## config.mk

```make
export PLATFORM = sky130hd
export DESIGN_NAME = fu_dispatch
export DESIGN_NICKNAME = d
export VERILOG_FILES = /design/src/rtl/ariane_pkg.sv /design/src/rtl/fu_dispatch.sv
export SDC_FILE = /design/constraint.sdc
export NUM_CORES = 1
export LEC_CHECK = 0
export ABC_CLOCK_PERIOD_IN_PS = 5400
export BUFFER_PORTS_ARGS = -buffer_cell sky130_fd_sc_hd__buf_2
export CAP_MARGIN = 0
export CORE_AREA = 3 3 270 272
export CTS_CLUSTER_DIAMETER = 50
export DETAILED_ROUTE_END_ITERATION = 7
export DIE_AREA = 0 0 273 275
export GPL_ROUTABILITY_DRIVEN = 0
export SLEW_MARGIN = 20
export SYNTH_ARGS = -nofsm -noshare
export SYNTH_HDL_FRONTEND = slang
export SYNTH_SLANG_ARGS = --single-unit
```

## constraint.sdc

```tcl
create_clock -name clk_i -period 5.4 [get_ports clk_i]
set_clock_uncertainty 0.1 [all_clocks]
set_input_delay 0.54 -clock clk_i [delete_from_list [all_inputs] [get_ports clk_i]]
set_output_delay 0.54 -clock clk_i [all_outputs]
set_load 0.02 [all_outputs]
```

## src/rtl/ariane_pkg.sv

```systemverilog
`default_nettype none
// ============================================================================
// ariane_pkg : shared types for the issue/dispatch path       rev 1.0
// ============================================================================
package ariane_pkg;

  localparam bit          FP_PRESENT    = 1'b1;
  localparam int unsigned TRANS_ID_BITS = 3;

  typedef enum logic [3:0] {
    NONE, LOAD, STORE, ALU, CTRL_FLOW, MULT, CSR, FPU, FPU_VEC
  } fu_t;

  typedef enum logic [6:0] {
    ADD, SUB, ANDL, ORL, XORL, SLTS, SLTU, EQ, NE, LTS, JALR,
    LD, SD, MUL, DIV, CSR_READ, CSR_WRITE, FADD, FMUL
  } fu_op;

  typedef struct packed {
    fu_t                      fu;
    fu_op                     operator;
    logic [63:0]              operand_a;
    logic [63:0]              operand_b;
    logic [63:0]              imm;
    logic [TRANS_ID_BITS-1:0] trans_id;
  } fu_data_t;

  typedef struct packed {
    logic        valid;
    logic [63:0] predict_address;
    logic        predict_taken;
  } branchpredict_sbe_t;

  localparam int unsigned NR_FU_VALIDS = 6;
  localparam int unsigned ALU_IDX      = 0;
  localparam int unsigned BRANCH_IDX   = 1;
  localparam int unsigned CSR_IDX      = 2;
  localparam int unsigned MULT_IDX     = 3;
  localparam int unsigned LSU_IDX      = 4;
  localparam int unsigned FPU_IDX      = 5;

  // One-hot select of the execute-stage valid line owned by a functional unit.
  function automatic logic [NR_FU_VALIDS-1:0] fu_valid_sel(input fu_t fu);
    logic [NR_FU_VALIDS-1:0] sel;
    sel = '0;
    case (fu)
      ALU:          sel[ALU_IDX]    = 1'b1;
      CTRL_FLOW:    sel[BRANCH_IDX] = 1'b1;
      CSR:          sel[CSR_IDX]    = 1'b1;
      MULT:         sel[MULT_IDX]   = 1'b1;
      LOAD, STORE:  sel[LSU_IDX]    = 1'b1;
      FPU, FPU_VEC: sel[FPU_IDX]    = 1'b1;
      default:      sel             = '0;
    endcase
    return sel;
  endfunction

endpackage
`default_nettype wire

```

## src/rtl/fu_dispatch.sv

```systemverilog
`default_nettype none
// ============================================================================
// fu_dispatch : accepts one issued instruction per cycle and steers it to a FU
// rev 1.0
// ============================================================================
module fu_dispatch
  import ariane_pkg::*;
#(
  parameter bit FpPresent = ariane_pkg::FP_PRESENT
) (
  input  logic               clk_i,
  input  logic               rst_ni,
  input  logic               flush_i,
  input  logic               issue_valid_i,
  input  fu_data_t           issue_data_i,
  input  logic [63:0]        issue_pc_i,
  input  logic               issue_is_compressed_i,
  input  branchpredict_sbe_t issue_bp_i,
  output logic               issue_ack_o,
  input  logic               flu_ready_i,
  input  logic               lsu_ready_i,
  input  logic               fpu_ready_i,
  input  logic               resolve_branch_i,
  output fu_data_t           fu_data_o,
  output logic [63:0]        pc_o,
  output logic               is_compressed_o,
  output branchpredict_sbe_t branch_predict_o,
  output logic               alu_valid_o,
  output logic               branch_valid_o,
  output logic               csr_valid_o,
  output logic               mult_valid_o,
  output logic               lsu_valid_o,
  output logic               fpu_valid_o,
  output logic               stall_o
);

  logic [NR_FU_VALIDS-1:0] valid_d, valid_q;
  logic                    mult_ack_d, mult_ack_q;
  logic                    branch_pending_d, branch_pending_q;
  fu_data_t                fu_data_q;
  logic [63:0]             pc_q;
  logic                    is_compressed_q;
  branchpredict_sbe_t      bp_q;
  logic                    fu_ok;
  logic                    issue_ack;

  // The cycle after a MULT ack the FLU writeback port belongs to the
  // multiplier, so single-cycle FLU ops must wait one cycle.
  always_comb begin
    fu_ok = 1'b0;
    case (issue_data_i.fu)
      ALU, CSR:     fu_ok = flu_ready_i && !mult_ack_q;
      CTRL_FLOW:    fu_ok = flu_ready_i && !mult_ack_q && !branch_pending_q;
      MULT:         fu_ok = flu_ready_i;
      LOAD, STORE:  fu_ok = lsu_ready_i;
      FPU, FPU_VEC: fu_ok = FpPresent && fpu_ready_i;
      NONE:         fu_ok = 1'b1;
      default:      fu_ok = 1'b0;
    endcase

    issue_ack  = rst_ni && issue_valid_i && !flush_i && fu_ok;
    valid_d    = issue_ack ? fu_valid_sel(issue_data_i.fu) : '0;
    mult_ack_d = issue_ack && (issue_data_i.fu == MULT);

    branch_pending_d = branch_pending_q;
    if (flush_i) begin
      branch_pending_d = 1'b0;
    end else if (issue_ack && (issue_data_i.fu == CTRL_FLOW)) begin
      branch_pending_d = 1'b1;
    end else if (resolve_branch_i) begin
      branch_pending_d = 1'b0;
    end
  end

  always_ff @(posedge clk_i or negedge rst_ni) begin
    if (!rst_ni) begin
      valid_q          <= '0;
      mult_ack_q       <= 1'b0;
      branch_pending_q <= 1'b0;
      fu_data_q        <= '0;
      pc_q             <= '0;
      is_compressed_q  <= 1'b0;
      bp_q             <= '0;
    end else begin
      valid_q          <= valid_d;
      mult_ack_q       <= mult_ack_d;
      branch_pending_q <= branch_pending_d;
      if (issue_ack) begin
        fu_data_q       <= issue_data_i;
        pc_q            <= issue_pc_i;
        is_compressed_q <= issue_is_compressed_i;
        bp_q            <= issue_bp_i;
      end
    end
  end

  assign issue_ack_o      = issue_ack;
  assign stall_o          = issue_valid_i && !issue_ack;
  assign fu_data_o        = fu_data_q;
  assign pc_o             = pc_q;
  assign is_compressed_o  = is_compressed_q;
  assign branch_predict_o = bp_q;
  assign alu_valid_o      = valid_q[ALU_IDX];
  assign branch_valid_o   = valid_q[BRANCH_IDX];
  assign csr_valid_o      = valid_q[CSR_IDX];
  assign mult_valid_o     = valid_q[MULT_IDX];
  assign lsu_valid_o      = valid_q[LSU_IDX];
  assign fpu_valid_o      = valid_q[FPU_IDX];

endmodule
`default_nettype wire

```

; Word-level counts from Yosys, hierarchy flattened
; Index checks and enable logic that the tools add are counted.
[totals]
reg_bits = 345
latch_bits = 0
ramBits = 0
romBits = 0
inputBits = 345
out_inout_bits = 345
word_cells = 50
n_memories = 0
[classes]
add_sub_neg = 0
mul = 0
n_div = 0
n_lt_le_gt_ge = 0
n_eq_ne = 8
shift = 0
muxes = 11
n_bitwise = 0
n_reduce_logical = 17
[op_table]
columns = op, count
row1 = equality test 4 x 3 -> 1 bit (second input constant), 4
row2 = 2-to-1 mux 1 bit, 9
row3 = equality test 4 x 2 -> 1 bit (second input constant), 2
row4 = logical AND 1 bit, 8
row5 = 2-to-1 mux 6 bit, 1
row6 = one-hot mux 1 bit (6 select lines), 1
row7 = OR reduction 2 bit, 3
row8 = equality test 4 x 1 -> 1 bit (second input constant), 1
row9 = equality test 4 bit (second input constant), 1
row10 = logical NOT 1 bit, 4
row11 = logical NOT 4 bit, 1
row12 = nonzero test 3 bit, 1

; Logic depth before layout (Yosys ltp)
[depth]
depth_word = 8
depth_mapped = 8
depth_no_buf = 5

; Worst setup path after synthesis
; Ideal clock, no wire load.
[synth_timing]
path_kind = input to output
start = input issue_data_i[204] (netlist name)
end = output stall_o
arrival_time_ns = 2.169
required_time_ns = 4.760
slack_ns = 2.591
cell_stages = 8
n_path_buf = 3
cell_sequence = buf_4 xor2_1 a22o_1 a32o_1 o221ai_4 buf_6 buf_4 and2_1
[synth_between]
elab_chain_cells = 6
elab_cells_between_ends = 16
[synth_rtl]
columns = element, line_no
row1 = start: declaration, fu_dispatch.sv:15  ; input fu_data_t issue_data_i,
row2 = "equality test 4 x 3 -> 1 bit, or another cell as far along", fu_dispatch.sv:51  ; case (issue_data_i.fu)
row3 = OR reduction 2 bit, fu_dispatch.sv:51
row4 = one-hot mux 1 bit (6 select lines) *, fu_dispatch.sv:51
row5 = logical AND 1 bit *, fu_dispatch.sv:61  ; issue_ack = rst_ni && issue_valid_i && !flush_i && fu_ok;
row6 = logical NOT 1 bit *, fu_dispatch.sv:98  ; assign stall_o = issue_valid_i && !issue_ack;
row7 = logical AND 1 bit *, fu_dispatch.sv:98
row8 = end: declaration, fu_dispatch.sv:34  ; output logic stall_o
; Mark *: on every way between the ends. The rest lies on a longest branch, timed or not.

; Final worst setup path
[layout_timing]
start = input rst_ni
end = output issue_ack_o
[layout_between]
elab_chain_cells = 3
[layout_rtl]
columns = element, line_no
row1 = start: declaration, fu_dispatch.sv:12  ; input logic rst_ni,
row2 = logical AND 1 bit (3 in series), fu_dispatch.sv:61
row3 = end: declaration, fu_dispatch.sv:19  ; output logic issue_ack_o,
; Every way passes these cells.

==> qor.txt <==
Slew Limit Fails: 0
Crit-path max cell delay: 0.56 ns
Syn nets: 1101
End of the worst register-to-register path: fu_data_o[42]
Post-route DRC: 0
Sequential area share after synthesis: 59.40%
Clk_lat worst skew: 0.55 ns
Via/cell ratio: 3.705
Reg2reg setup slack: 2.42 ns
First DRT Iteration DRCs: 247
Total GRT Usage: 10.05%
CTS tree: yes
Critical-path cell list: dlygate4sd3_1, buf_8, and3b_1, o221ai_4, buf_12, inv_1, buf_2
I/O pins: 690
Detail Route Antenna Nets: 0
CTS root buf: clkbuf_16
Final worst path period share: 64.92%
Hold Path Stages: 2
Number of synthesized flops with an enable pin: 0
Core area: 0.07100 sq mm
Worst R2R Start: branch_pending_q
CP top delay family: buffers and inverters
RSZ-0062 raised after global routing: no
CTS sink count: 344
Crit. End Element: output port
Worst r2r path cells: 7
Hold Crit Endpoint: fu_data_o[177]
Min cycle time layout: 3.506 ns
CTS resizes: 0
Final Hold Viols: 0
Cell Pwr Density: 493.8 mW/mm^2
Die X: 273 microns
Area of the multi-input gates: 0.005132 sq mm
WS Path Type: input pin to output port
Post-DP HPWL: 30240 microns
Initial DRT Pass Iterations: 4
Site row count: 98
Final setup fails: 0
Buf/Inv on CP: 5
Asr flop ratio synth: 100.0%
Die ar.: 0.07508 sq mm
Relative slew slack: 40.23%
Wirelength, routed: 40690 microns
CP Depth: 7
Die Y: 275 microns
Worst Hold Class: input pin to register
Layout filler cell count: 7228
#FFs+latches synth: 344
Register area: 0.008608 sq mm
Number of H-tree levels: 2
Synth-to-Final Area Change: 39.70%
VDD IR max: 229.8 uV
Startpoint types: input pin
Post-CTS setup buffers: 0
Yosys top cell by area: dfrtp_1
Port buffer count: 689
Final net count: 1820
Syn Inst Count: 756
Leakage Power: 11.28 nW
Max-cap violation count: 0
Initial antenna violation count: 1
Clk pin slew, worst setup/hold paths: 0.06 ns
Vias in the first global route: 9904
Clk buf depth: 3
Overflow after GRT: 0
YS warnings: 0
Commonest cells in the netlist: dfrtp_1 (344), mux2_4 (300), buf_12 (33), mux2_1 (30)
Fraction of final layout cells sized beyond drive strength 1: 72.70%
Global-route wire length before repair: 59420 microns
Top cells by area, synth: dfrtp_1 (59%), mux2_4 (31%), buf_12 (4.6%)
Synth unique cells: 29
Setup_tns: 0 ns
WL/cell: 16.54 microns
Top FF cell, synth: dfrtp_1
Post-synth top area share: 59.40%
Initial core utilization: 20.41%
Mapped Area: 0.01449 sq mm
HP Start: issue_data_i[177]
Worst Max-Slew Pin Slew: 0.8965 ns
Syn avg cell area: 19.17 sq um
Req. time, crit path: 4.76 ns
Final Util: 28.52%
Clock buffer count from CTS: 47
Most frequent cell after synthesis: dfrtp_1
Largest net degree at the start of global routing: 139
Critical Path AT: 2.87 ns
Crit-path max FO: 75
Slowest cell on crit path: dlygate4sd3_1
F_max: 285.2 MHz
Status: finished clean
Via count: 9114
-- timing repair --
item                       CTS  global route
hold buffers                 1             0
hold endpoints to repair    71             0
setup endpoints to repair    0             0
-- layout make-up --
type | count | share of cell area (%)
Inverter | 4 | 0.07416
Clock inverter | 20 | 1.131
Sequential cell | 344 | 42.52
Tap cell | 950 | 5.871
Antenna cell | 1 | 0.01236
Multi-Input combinational cell | 367 | 25.35
Timing Repair Buffer | 711 | 18.28
Clock buffer | 63 | 6.761
-- layer usage --
| layer | wire [microns] | GRT usage [%] | up-vias |
|---|---|---|---|
| li1 | - | - | 4093 |
| met1 | 15490 | 11.62 | 4574 |
| met2 | 21190 | 17.85 | 387 |
| met3 | 3154 | 3.070 | 60 |
| met4 | 849 | 2.963 | 0 |
| met5 | 0 | 0 | - |
-- cell families after synthesis --
kind of cell / synth area share, %
DFF: 59.40
muxes: 33.95
buffers and inverters: 5.188
and+or+nand+nor: 0.8203
AOI/OAI and AO/OA: 0.5871
xor gates and xnor gates: 0.06044
-- report_power, final --
part	switching, W	leakage, nW	internal, W
Sequential	0.000436	4.31	0.00332
Clock	0.00118	0.769	0.00193
Combinational	0.00164	6.20	0.00148
Total	0.00326	11.3	0.00673
-- state kept, by name, indices dropped and copies added, names as in the netlist --
| register | cells |
|---|---|
| pc_o | 64 |
| fu_data_o | 206 |
| branch_pending_q | 1 |
| is_compressed_o | 1 |
| branch_predict_o | 66 |
| valid_q | 6 |
-- worst max-delay path by stage --
stage	start	endpoint	slack, ns
floorplan	issue_data_i[204]	stall_o	2.59
global placement	issue_data_i[202]	pc_o[60]	1.94
detailed placement	issue_data_i[202]	fu_data_o[145]	1.95
CTS	rst_ni	issue_ack_o	1.79
global route	rst_ni	issue_ack_o	1.69
finish	rst_ni	issue_ack_o	1.89
-- placed cells by master (no fill, tap or decap), types with 3 or more instances in the layout --
| cell type | count |
|---|---|
| buf_12 | 6 |
| buf_2 | 688 |
| buf_4 | 15 |
| bufinv_16 | 3 |
| clkbuf_1 | 5 |
| clkbuf_16 | 49 |
| clkbuf_8 | 9 |
| clkinvlp_4 | 6 |
| dfrtp_1 | 344 |
| inv_1 | 4 |
| inv_6 | 5 |
| mux2_1 | 30 |
| mux2_2 | 6 |
| mux2_4 | 300 |
| nand2_1 | 4 |
| nor2_1 | 6 |
-- per-stage QoR --
stage	instances	cell area, sq um	hold WS [ns]	setup WS, ns	power, W
after floorplan	756	14490	0.1444	2.591	0.005703
after global placement	2375	18640	0.3687	1.942	0.006879
after detailed placement	2375	18640	0.3761	1.952	0.006934
after CTS	2459	20240	0.05135	1.793	0.01016
after global routing	2459	20240	0.05351	1.692	0.01047
final	2460	20250	0.1032	1.894	0.009997
Note: power is estimated with default switching activity, not from simulation.
